$ cat src/rtl/uart_tx_fifo.sv
// UART transmitter with a write-side FIFO: runtime frame format and baud divisor,
// queued frames leave back-to-back with no idle gap between stop and next start.
module uart_tx_fifo #(
    parameter int unsigned DATA_WIDTH = 8,
    parameter int unsigned FIFO_DEPTH = 4,
    parameter int unsigned DIV_WIDTH  = 12
) (
    input  logic                                 clk,
    input  logic                                 rst_l,
    input  logic [DIV_WIDTH-1:0]                 baud_div,
    input  logic [1:0]                           cfg_parity,
    input  logic                                 cfg_stop2,
    input  logic                                 wr_valid,
    input  logic [DATA_WIDTH-1:0]                wr_data,
    output logic                                 wr_ready,
    output logic [$clog2(FIFO_DEPTH+1)-1:0]      fifo_count,
    output logic                                 tx,
    output logic                                 busy,
    output logic                                 frame_done
);

    localparam int unsigned PTR_W = $clog2(FIFO_DEPTH);
    localparam int unsigned CNT_W = $clog2(FIFO_DEPTH + 1);
    localparam int unsigned BIT_W = (DATA_WIDTH > 1) ? $clog2(DATA_WIDTH) : 1;

    typedef enum logic [2:0] {
        IDLE   = 3'd0,
        START  = 3'd1,
        DATA   = 3'd2,
        PARITY = 3'd3,
        STOP   = 3'd4
    } state_e;

    state_e                 state_q, state_d;
    logic [DATA_WIDTH-1:0]  mem_q [FIFO_DEPTH];
    logic [DATA_WIDTH-1:0]  mem_d [FIFO_DEPTH];
    logic [PTR_W-1:0]       wr_ptr_q, wr_ptr_d;
    logic [PTR_W-1:0]       rd_ptr_q, rd_ptr_d;
    logic [CNT_W-1:0]       count_q, count_d;
    logic [DIV_WIDTH-1:0]   baud_cnt_q, baud_cnt_d;
    logic [DIV_WIDTH-1:0]   div_q, div_d;
    logic [BIT_W-1:0]       bit_cnt_q, bit_cnt_d;
    logic [DATA_WIDTH-1:0]  shift_q, shift_d;
    logic                   par_en_q, par_en_d;
    logic                   par_bit_q, par_bit_d;
    logic                   stop2_q, stop2_d;
    logic                   stop_cnt_q, stop_cnt_d;
    logic                   tx_q, tx_d;
    logic                   busy_q, busy_d;
    logic                   frame_done_q, frame_done_d;
    logic                   wr_ready_q, wr_ready_d;

    logic                   push;
    logic                   pop;
    logic                   start;
    logic                   baud_tick;
    logic [DATA_WIDTH-1:0]  head;

    assign baud_tick = (baud_cnt_q == div_q);
    assign head      = mem_q[rd_ptr_q];

    // Next-state, FIFO bookkeeping and registered-output computation
    always_comb begin
        state_d      = state_q;
        mem_d        = mem_q;
        wr_ptr_d     = wr_ptr_q;
        rd_ptr_d     = rd_ptr_q;
        count_d      = count_q;
        baud_cnt_d   = baud_cnt_q;
        div_d        = div_q;
        bit_cnt_d    = bit_cnt_q;
        shift_d      = shift_q;
        par_en_d     = par_en_q;
        par_bit_d    = par_bit_q;
        stop2_d      = stop2_q;
        stop_cnt_d   = stop_cnt_q;
        tx_d         = tx_q;
        frame_done_d = 1'b0;
        start        = 1'b0;
        pop          = 1'b0;
        push         = wr_valid && wr_ready_q;

        if (state_q != IDLE) begin
            if (baud_tick) begin
                baud_cnt_d = '0;
            end else begin
                baud_cnt_d = baud_cnt_q + DIV_WIDTH'(1);
            end
        end

        case (state_q)
            IDLE: begin
                if (count_q != '0) begin
                    start = 1'b1;
                end
            end
            START: begin
                if (baud_tick) begin
                    state_d   = DATA;
                    bit_cnt_d = '0;
                    tx_d      = shift_q[0];
                    shift_d   = shift_q >> 1;
                end
            end
            DATA: begin
                if (baud_tick) begin
                    if (bit_cnt_q == BIT_W'(DATA_WIDTH - 1)) begin
                        if (par_en_q) begin
                            state_d = PARITY;
                            tx_d    = par_bit_q;
                        end else begin
                            state_d    = STOP;
                            tx_d       = 1'b1;
                            stop_cnt_d = 1'b0;
                        end
                    end else begin
                        bit_cnt_d = bit_cnt_q + BIT_W'(1);
                        tx_d      = shift_q[0];
                        shift_d   = shift_q >> 1;
                    end
                end
            end
            PARITY: begin
                if (baud_tick) begin
                    state_d    = STOP;
                    tx_d       = 1'b1;
                    stop_cnt_d = 1'b0;
                end
            end
            STOP: begin
                if (baud_tick) begin
                    if (stop2_q && !stop_cnt_q) begin
                        stop_cnt_d = 1'b1;
                    end else begin
                        frame_done_d = 1'b1;
                        if (count_q != '0) begin
                            start = 1'b1;
                        end else begin
                            state_d = IDLE;
                            tx_d    = 1'b1;
                        end
                    end
                end
            end
            default: begin
                state_d = IDLE;
                tx_d    = 1'b1;
            end
        endcase

        // Frame start: pop the head and freeze the format for the whole frame
        if (start) begin
            pop        = 1'b1;
            state_d    = START;
            tx_d       = 1'b0;
            baud_cnt_d = '0;
            div_d      = baud_div;
            par_en_d   = (cfg_parity == 2'b01) || (cfg_parity == 2'b10);
            par_bit_d  = (^head) ^ (cfg_parity == 2'b10);
            stop2_d    = cfg_stop2;
            stop_cnt_d = 1'b0;
            shift_d    = head;
        end

        if (push) begin
            mem_d[wr_ptr_q] = wr_data;
            wr_ptr_d        = wr_ptr_q + PTR_W'(1);
        end
        if (pop) begin
            rd_ptr_d = rd_ptr_q + PTR_W'(1);
        end
        count_d    = count_q + CNT_W'(push) - CNT_W'(pop);
        busy_d     = (state_d != IDLE);
        wr_ready_d = (count_d < CNT_W'(FIFO_DEPTH));
    end

    always_ff @(posedge clk or negedge rst_l) begin
        if (!rst_l) begin
            state_q      <= IDLE;
            mem_q        <= '{default: '0};
            wr_ptr_q     <= '0;
            rd_ptr_q     <= '0;
            count_q      <= '0;
            baud_cnt_q   <= '0;
            div_q        <= '0;
            bit_cnt_q    <= '0;
            shift_q      <= '0;
            par_en_q     <= 1'b0;
            par_bit_q    <= 1'b0;
            stop2_q      <= 1'b0;
            stop_cnt_q   <= 1'b0;
            tx_q         <= 1'b1;
            busy_q       <= 1'b0;
            frame_done_q <= 1'b0;
            wr_ready_q   <= 1'b1;
        end else begin
            state_q      <= state_d;
            mem_q        <= mem_d;
            wr_ptr_q     <= wr_ptr_d;
            rd_ptr_q     <= rd_ptr_d;
            count_q      <= count_d;
            baud_cnt_q   <= baud_cnt_d;
            div_q        <= div_d;
            bit_cnt_q    <= bit_cnt_d;
            shift_q      <= shift_d;
            par_en_q     <= par_en_d;
            par_bit_q    <= par_bit_d;
            stop2_q      <= stop2_d;
            stop_cnt_q   <= stop_cnt_d;
            tx_q         <= tx_d;
            busy_q       <= busy_d;
            frame_done_q <= frame_done_d;
            wr_ready_q   <= wr_ready_d;
        end
    end

    assign tx         = tx_q;
    assign busy       = busy_q;
    assign frame_done = frame_done_q;
    assign wr_ready   = wr_ready_q;
    assign fifo_count = count_q;

endmodule
$ cat config.mk
export PLATFORM = sky130hd
export DESIGN_NAME = uart_tx_fifo
export DESIGN_NICKNAME = d
export VERILOG_FILES = /design/src/rtl/uart_tx_fifo.sv
export SDC_FILE = /design/constraint.sdc
export NUM_CORES = 1
export LEC_CHECK = 0
export BUFFER_PORTS_ARGS = -buffer_cell sky130_fd_sc_hd__buf_4
export CORE_MARGIN = 2
export CORE_UTILIZATION = 56
export CTS_BUF_LIST = sky130_fd_sc_hd__clkbuf_8
export DETAILED_ROUTE_END_ITERATION = 10
export PLACE_DENSITY_LB_ADDON = 0.1
export SLEW_MARGIN = 25
export SYNTH_ARGS = -nofsm -noshare
export SYNTH_HDL_FRONTEND = slang
export SYNTH_SLANG_ARGS = --single-unit
$ cat constraint.sdc
create_clock -name clk -period 2.95 [get_ports clk]
set_input_delay 0.885 -clock clk [delete_from_list [all_inputs] [get_ports clk]]
set_output_delay 0.885 -clock clk [all_outputs]
set_load 0.05 [all_outputs]
==> run_results.csv, run 1 <==
group,metric,value,unit
sta,rsz0062_at_grt,"no",
placed_design,port_buffers,32,
cts,cts-root-buf,"clkbuf_8",
final_layout,final.fill_count,607,
placed_design,pre_cts_ws,202,ps
sta,tightest_slew,630,ps
power,p_sw,1750,µW
status,status,"complete, no violations",
power,ir_drop,881,µV
placed_design,dp_hpwl,5680,µm
global_route,gr-total-overflow,0,
sta,maxSlewViolCount,0,
floorplan,die_width,91.9,µm
sta,hold_violations,0,
floorplan,die_area,0.00844,mm²
worst_setup_path,path_class,"reg2reg",
route,drcViolationCount,0,
worst_setup_path,cp-end-kind,"register",
final_layout,num-nets-final,413,
cts,post_cts_buffers,0,
global_route,grt.total_usage,21.3,%
logic_synthesis,synth.cell_area,0.00432,mm²
placed_design,place_area,0.00466,mm²
worst_setup_path,path_max_fanout,4,
cts,clock_sinks,85,
logic_synthesis,synthAdderAreaFrac,3.07,%
sta,relSlewSlack,57.7,%
logic_synthesis,synth_top_family_by_area,"multiplexers",
logic_synthesis,syn-num-nets,376,
worst_setup_path,r2r_setup_slack,210,ps
power,pwr_density_cell,1040,mW/mm²
route,ant_nets,0,
logic_synthesis,synth_warnings,0,
logic_synthesis,syn_inst,340,
worst_setup_path,rr_endpoint,"fifo_count[2]",
route,vias,2743,
placed_design,place.gp.congestion,0.898,
logic_synthesis,yosysSeqAreaShare,49.2,%
sta,post-route-period-util,92.9,%
sta,setup_viol,0,
sta,setup_ws,211,ps
cts,cts_inserted_buffers,9,
cts,cts_tree,"built",
power,swShare,34.2,%
worst_setup_path,r2r_cells,11,
power,power_frac_seq,40.0,%
logic_synthesis,synthXorXnorAreaFrac,8.88,%
route,firstDrtPassIters,4,
logic_synthesis,yosysTopAreaCell,"dfrtp_1",
floorplan,die_y,91.9,µm
cts,clk_latency,350,ps
final_layout,drive_above_1_share,33.5,%
power,p_int,3360,µW
sta,fmax,0.365,GHz
logic_synthesis,synth_ff_type,"dfrtp_1",
route,wl_per_cell,16.8,µm
final_layout,finalInstanceArea,0.00491,mm²
power,pwr-share-clk,20.0,%
worst_setup_path,critPathRequiredTime,3190,ps
cts,h-tree-depth,3,
sta,fin_crit,2740,ps
final_layout,area_growth,13.7,%
sta,fin_setup_tns,0,ps
global_route,antenna_found_initial,0,
logic_synthesis,netlist_top_cells_area,"dfrtp_1, mux2_2, mux4_2",
final_layout,seqCellArea,0.00213,mm²
logic_synthesis,ys_types,63,
final_layout,antenna_cells,0,
worst_setup_path,timing.rr.start,"baud_cnt_q[9]",
cts,cts_resized,0,
run,cap_violations,0,
global_route,grt_first_pass_wirelength,14200,µm
hold_path,min_path_type,"in2async",
global_route,grt_max_degree,57,
worst_setup_path,arrival,2980,ps
logic_synthesis,avgSynthCellArea,12.7,µm²
logic_synthesis,synthMuxAreaShare,18.0,%
power,leakagePower,0.00218,µW
floorplan,rows,32,
floorplan,initial_core_util,56.8,%
route,viasPerCell,5.67,
worst_setup_path,start_kind,"register",
logic_synthesis,synth_edf_count,0,
cts,cts_buffer_depth,2,
logic_synthesis,synth_compound_area_share,7.23,%
power,comb_power_share,40.0,%
final_layout,multi_input_area,0.00203,mm²
global_route,grt_pass1_vias,2771,
route,drtIter0Drc,117,
logic_synthesis,yosys.area_share.simple,9.81,%
route,drt-total-wl,8110,µm
cts,clk_pin_slew_worst_paths,90,ps
logic_synthesis,yosys.area.top_type_share,48.0,%
floorplan,ios,33,
logic_synthesis,async_flop_share,100,%
logic_synthesis,synth_seq_cells,85,
floorplan,coreArea,0.00761,mm²
sta,worst_clock_skew,10.1,ps
cts,cts_hold_buf,0,
stage by stage:
stage | hold WS [ps] | instances | power, µW | utilization [%]
final | 452 | 484 | 5110 | 64.6
after detailed placement | 483 | 468 | 4110 | 61.3
after global routing | 476 | 484 | 5430 | 64.6
after CTS | 466 | 484 | 5140 | 64.6
after floorplan | 452 | 340 | 3640 | -
after global placement | 462 | 468 | 4040 | 61.3
cells in the final DEF (no fill, tap or decap), drive strengths merged, types with 2 or more instances in the layout:
| cell | netlist | routed |
|---|---|---|
| a211o | 2 | 2 |
| a21oi | 7 | 7 |
| a31oi | 3 | 3 |
| a41oi | 2 | 2 |
| and4 | 3 | 3 |
| buf | 11 | 41 |
| bufinv | 0 | 3 |
| clkbuf | 4 | 9 |
| dfrtp | 83 | 83 |
| dfstp | 2 | 2 |
| ha | 9 | 9 |
| inv | 14 | 18 |
| mux2 | 45 | 45 |
| mux2i | 7 | 7 |
| mux4 | 8 | 8 |
| nand2 | 17 | 17 |
| nand2b | 2 | 2 |
| nand3 | 5 | 5 |
| nand4 | 6 | 6 |
| nor2 | 17 | 17 |
| nor2b | 3 | 3 |
| nor3 | 11 | 11 |
| nor3b | 4 | 4 |
| o211ai | 2 | 2 |
| o21ai | 12 | 12 |
| o41ai | 2 | 2 |
| or3 | 2 | 2 |
| or4 | 2 | 2 |
| xnor2 | 26 | 26 |
| xor2 | 8 | 8 |
worst max-delay path by stage:
stage | end | depth (start not counted) | slack, ps | from
after floorplan | fifo_count[2] | 12 | 80 | fifo_count[1]
after global placement | fifo_count[2] | 11 | 340 | div_q[9]
after detailed placement | fifo_count[2] | 11 | 200 | baud_cnt_q[9]
after CTS | fifo_count[2] | 11 | 200 | baud_cnt_q[9]
after global routing | fifo_count[2] | 11 | 10 | div_q[9]
final | fifo_count[2] | 11 | 210 | baud_cnt_q[9]
sequential cells by signal, summed over array words and instances, names as in the netlist:
| name | flops |
|---|---|
| baud_cnt_q | 12 |
| bit_cnt_q | 3 |
| busy | 1 |
| div_q | 12 |
| fifo_count | 3 |
| frame_done | 1 |
| mem_q | 32 |
| par_bit_q | 1 |
| par_en_q | 1 |
| rd_ptr_q | 2 |
| shift_q | 8 |
| state_q | 3 |
| stop2_q | 1 |
| stop_cnt_q | 1 |
| tx | 1 |
| wr_ptr_q | 2 |
| wr_ready | 1 |
cell usage after synthesis, types with 2 or more instances:
library cell and instances:
mux2_2 39, buf_6 4, buf_2 5, xnor2_2 6, nand4_1 4, dfrtp_1 83, inv_1 14, clkbuf_1 3
a31oi_1 3, nand2b_1 2, dfstp_2 2, o41ai_1 2, mux2i_1 7, xnor2_1 19, nor2_1 17, ha_1 9
xor2_1 8, nor2b_1 3, mux4_2 8, and4_4 2, a211o_1 2, or3_1 2, nand3_1 5, o21ai_0 11
o211ai_1 2, nor3_1 11, nor3b_1 4, mux2_4 6, a21oi_1 7, nand2_1 17
worst max-delay path, cell delays in order, from the launching register on:
cell and delay, ps:
dfrtp_1 420, xnor2_1 240, and4_1 320, a41oi_2 140, or2_1 290, xnor2_1 190, ha_1 180, inv_1 50
fa_1 370, xnor2_1 170, xor2_1 210, inv_1 50
cell type report:
| type | instances | share of cell area (%) |
|---|---|---|
| clock inverter | 7 | 2.60 |
| tap | 102 | 2.60 |
| inverter | 14 | 1.07 |
| sequential | 85 | 43.3 |
| clock buffer | 9 | 2.52 |
| timing repair buffer | 41 | 6.52 |
| multi-input combinational | 226 | 41.4 |
metal layers:
metal	vias up	GRT usage, %	wire [µm]
li1	1292	-	-
met1	1379	32.8	3940
met2	63	31.3	3690
met3	9	3.70	385
met4	0	5.85	91
met5	-	0	0
logic make-up after synthesis:
kind of cell    after synthesis
compound gates               44
xor+xnor                     35
fa+ha+maj                    10
buf+inv                      29
flops                        85
mux                          60
simple gates                 77
power groups by stage:
stage / sequential [µW] / clock [µW] / combinational (µW)
floorplan: 2050 / 0 / 1590
global placement: 2040 / 0 / 2000
detailed placement: 2060 / 0 / 2050
CTS: 2040 / 1040 / 2060
global route: 2110 / 1100 / 2220
finish: 2040 / 1020 / 2040
No activity file was read; power rests on OpenSTA's default activity.
==> run 2, diff against run 1 <==
--- a/config.mk
+++ b/config.mk
@@ -11,6 +11,7 @@
 export CTS_BUF_LIST = sky130_fd_sc_hd__clkbuf_8
 export DETAILED_ROUTE_END_ITERATION = 10
 export PLACE_DENSITY_LB_ADDON = 0.1
+export SETUP_SLACK_MARGIN = 0.5
 export SLEW_MARGIN = 25
 export SYNTH_ARGS = -nofsm -noshare
 export SYNTH_HDL_FRONTEND = slang
==> constraint.sdc (replaced) <==
create_clock -name clk -period 2.95 [get_ports clk]
set_input_delay 0.885 -clock clk [delete_from_list [all_inputs] [get_ports clk]]
set_output_delay 0.885 -clock clk [all_outputs]
set_load 0.005 [all_outputs]
==> run 2 against run 1 <==
Power up 0.56%. Via count up 3.3%. Critical path type unchanged. Clock-buffer cell count unchanged. First-iteration DRC count up 4.3%. Routed wire length up 4.6%. Final cell count up 4.5%. Non-clock buffer count up 22. Largest cell class unchanged. Clock power down 9.6%. Critical endpoint unchanged. Sequential share of layout area down 1.7 points. Sequential cell count unchanged.
==> run_results.csv, run 2 (synthesis gave the netlist of run 1 again) <==
group,metric,value,unit
status,status,"complete, no violations",
run,cap_violations,0,
cts,clk_pin_slew_worst_paths,90,ps
power,comb_power_share,42.8,%
route,drt-total-wl,8480,µm
route,firstDrtPassIters,4,
cts,h-tree-depth,3,
worst_setup_path,crit_start,"baud_cnt_q[2]",
cts,clock_sinks,85,
sta,maxSlewViolCount,0,
global_route,antenna_found_initial,0,
final_layout,largest_register_ffs,32,
final_layout,regMostFlops,"mem_q",
worst_setup_path,path_class,"reg2reg",
final_layout,mostFrequentLayoutCells,"dfrtp_1, buf_4, mux2_2, nor2_1, nand2_1",
sta,post-route-period-util,84.7,%
sta,relSlewSlack,46.3,%
power,swShare,32.7,%
power,power_frac_seq,39.3,%
worst_setup_path,start_kind,"register",
global_route,gr-total-overflow,0,
placed_design,dp_hpwl,5760,µm
final_layout,final_common_cell,"dfrtp_1",
route,viasPerCell,5.60,
final_layout,final_util,67.3,%
final_layout,finalInstanceArea,0.00512,mm²
floorplan,die_width,91.9,µm
worst_setup_path,cp-end-kind,"register",
sta,setup_ws,450,ps
power,pwr_density_cell,1000,mW/mm²
floorplan,die_area,0.00844,mm²
power,ir_drop,614,µV
route,drtIter0Drc,122,
floorplan,coreArea,0.00761,mm²
sta,fin_crit,2500,ps
route,wl_per_cell,16.8,µm
floorplan,die_y,91.9,µm
worst_setup_path,r2r_cells,11,
route,vias,2834,
sta,setup_viol,0,
floorplan,ios,33,
worst_setup_path,critPathRequiredTime,3200,ps
power,p_int,3460,µW
final_layout,antenna_cells,0,
cts,clk_latency,360,ps
worst_setup_path,timing.rr.start,"baud_cnt_q[2]",
placed_design,place_area,0.00469,mm²
final_layout,drive_above_1_share,41.1,%
cts,cts_inserted_buffers,9,
final_layout,largest_registers,"mem_q (32), baud_cnt_q (12), div_q (12)",
cts,cts_tree,"built",
final_layout,area_growth,18.4,%
final_layout,num-nets-final,435,
power,p_sw,1680,µW
global_route,grt_max_degree,38,
final_layout,final.fill_count,559,
sta,fmax,0.400,GHz
cts,cts_hold_buf,0,
power,pwr-share-clk,17.9,%
global_route,grt_pass1_vias,2964,
worst_setup_path,arrival,2750,ps
floorplan,rows,32,
route,drcViolationCount,0,
worst_setup_path,path_max_fanout,2,
route,ant_nets,0,
sta,fin_setup_tns,0,ps
sta,worst_clock_skew,5.24,ps
placed_design,port_buffers,32,
placed_design,pre_cts_ws,314,ps
sta,rsz0062_at_grt,"yes",
cts,cts-root-buf,"clkbuf_8",
sta,tightest_slew,800,ps
placed_design,place.gp.congestion,0.911,
power,leakagePower,0.00232,µW
global_route,grt_first_pass_wirelength,14800,µm
global_route,grt.total_usage,22.5,%
worst_setup_path,rr_endpoint,"fifo_count[2]",
hold_path,min_path_type,"in2async",
worst_setup_path,r2r_setup_slack,450,ps
sta,hold_violations,0,
floorplan,initial_core_util,56.8,%
cts,cts_buffer_depth,2,
[run 2: changes by cell type in the layout (fill, tap and decap cells not counted), moves of 2 or more]
cell / before / now
dfrtp_1: 83 / 80
xnor2_1: 19 / 12
buf_4: 40 / 62
clkinv_2: 0 / 2
xnor2_2: 6 / 13
dfrtp_2: 0 / 3
[run 2: area by class of cell]
class / count / area, µm² / share of cell area, %
Timing Repair Buffer: 63 / 485 / 9.48
Tap cell: 102 / 128 / 2.49
Sequential cell: 85 / 2130 / 41.7
Multi-Input combinational cell: 226 / 2100 / 41.0
Clock buffer: 9 / 124 / 2.42
Clock inverter: 7 / 96.3 / 1.88
Inverter: 14 / 52.6 / 1.03
[run 2: worst max-delay path: stages (launching register included)]
cell and delay, ps:
dfrtp_1 410, xnor2_2 200, and4_4 260, a41oi_2 120, or2_4 270, xnor2_2 160, ha_2 190, inv_2 30
fa_2 340, xnor2_2 150, xor2_1 200, inv_1 60
[run 2: worst max path at each step]
stage,end
after CTS,fifo_count[2]
after global routing,fifo_count[2]
after global placement,fifo_count[2]
after detailed placement,fifo_count[2]
after floorplan,fifo_count[2]
final,fifo_count[2]
[run 2: what timing repair did]
item / 4_1_cts / 5_1_grt
setup endpoints to repair: 2 / 13
buffers inserted: 17 / 4
gates resized for setup: 10 / 3
pin swaps: 9 / 0
[run 2: metrics by stage]
stage          power (µW)  hold slack, ps  std cells
2_1_floorplan        3550             452        340
3_3_place_gp         3940             464        469
3_5_place_dp         4000             464        469
4_1_cts              5140             481        502
5_1_grt              5480             527        506
6_report             5140             476        506
[run 2: routing by layer]
layer	share of wire (%)	GRT usage, %
met4	2.0	8.96
met1	46	32.2
met5	0	0
met2	47	34.5
met3	4.8	3.78
[run 2: power by group through the flow]
stage | combinational (µW) | sequential (µW) | clock [µW]
3_5_place_dp | 1950 | 2050 | 0
6_report | 2200 | 2020 | 922
5_1_grt | 2400 | 2090 | 989
3_3_place_gp | 1910 | 2030 | 0
2_1_floorplan | 1610 | 1940 | 0
4_1_cts | 2180 | 2020 | 939
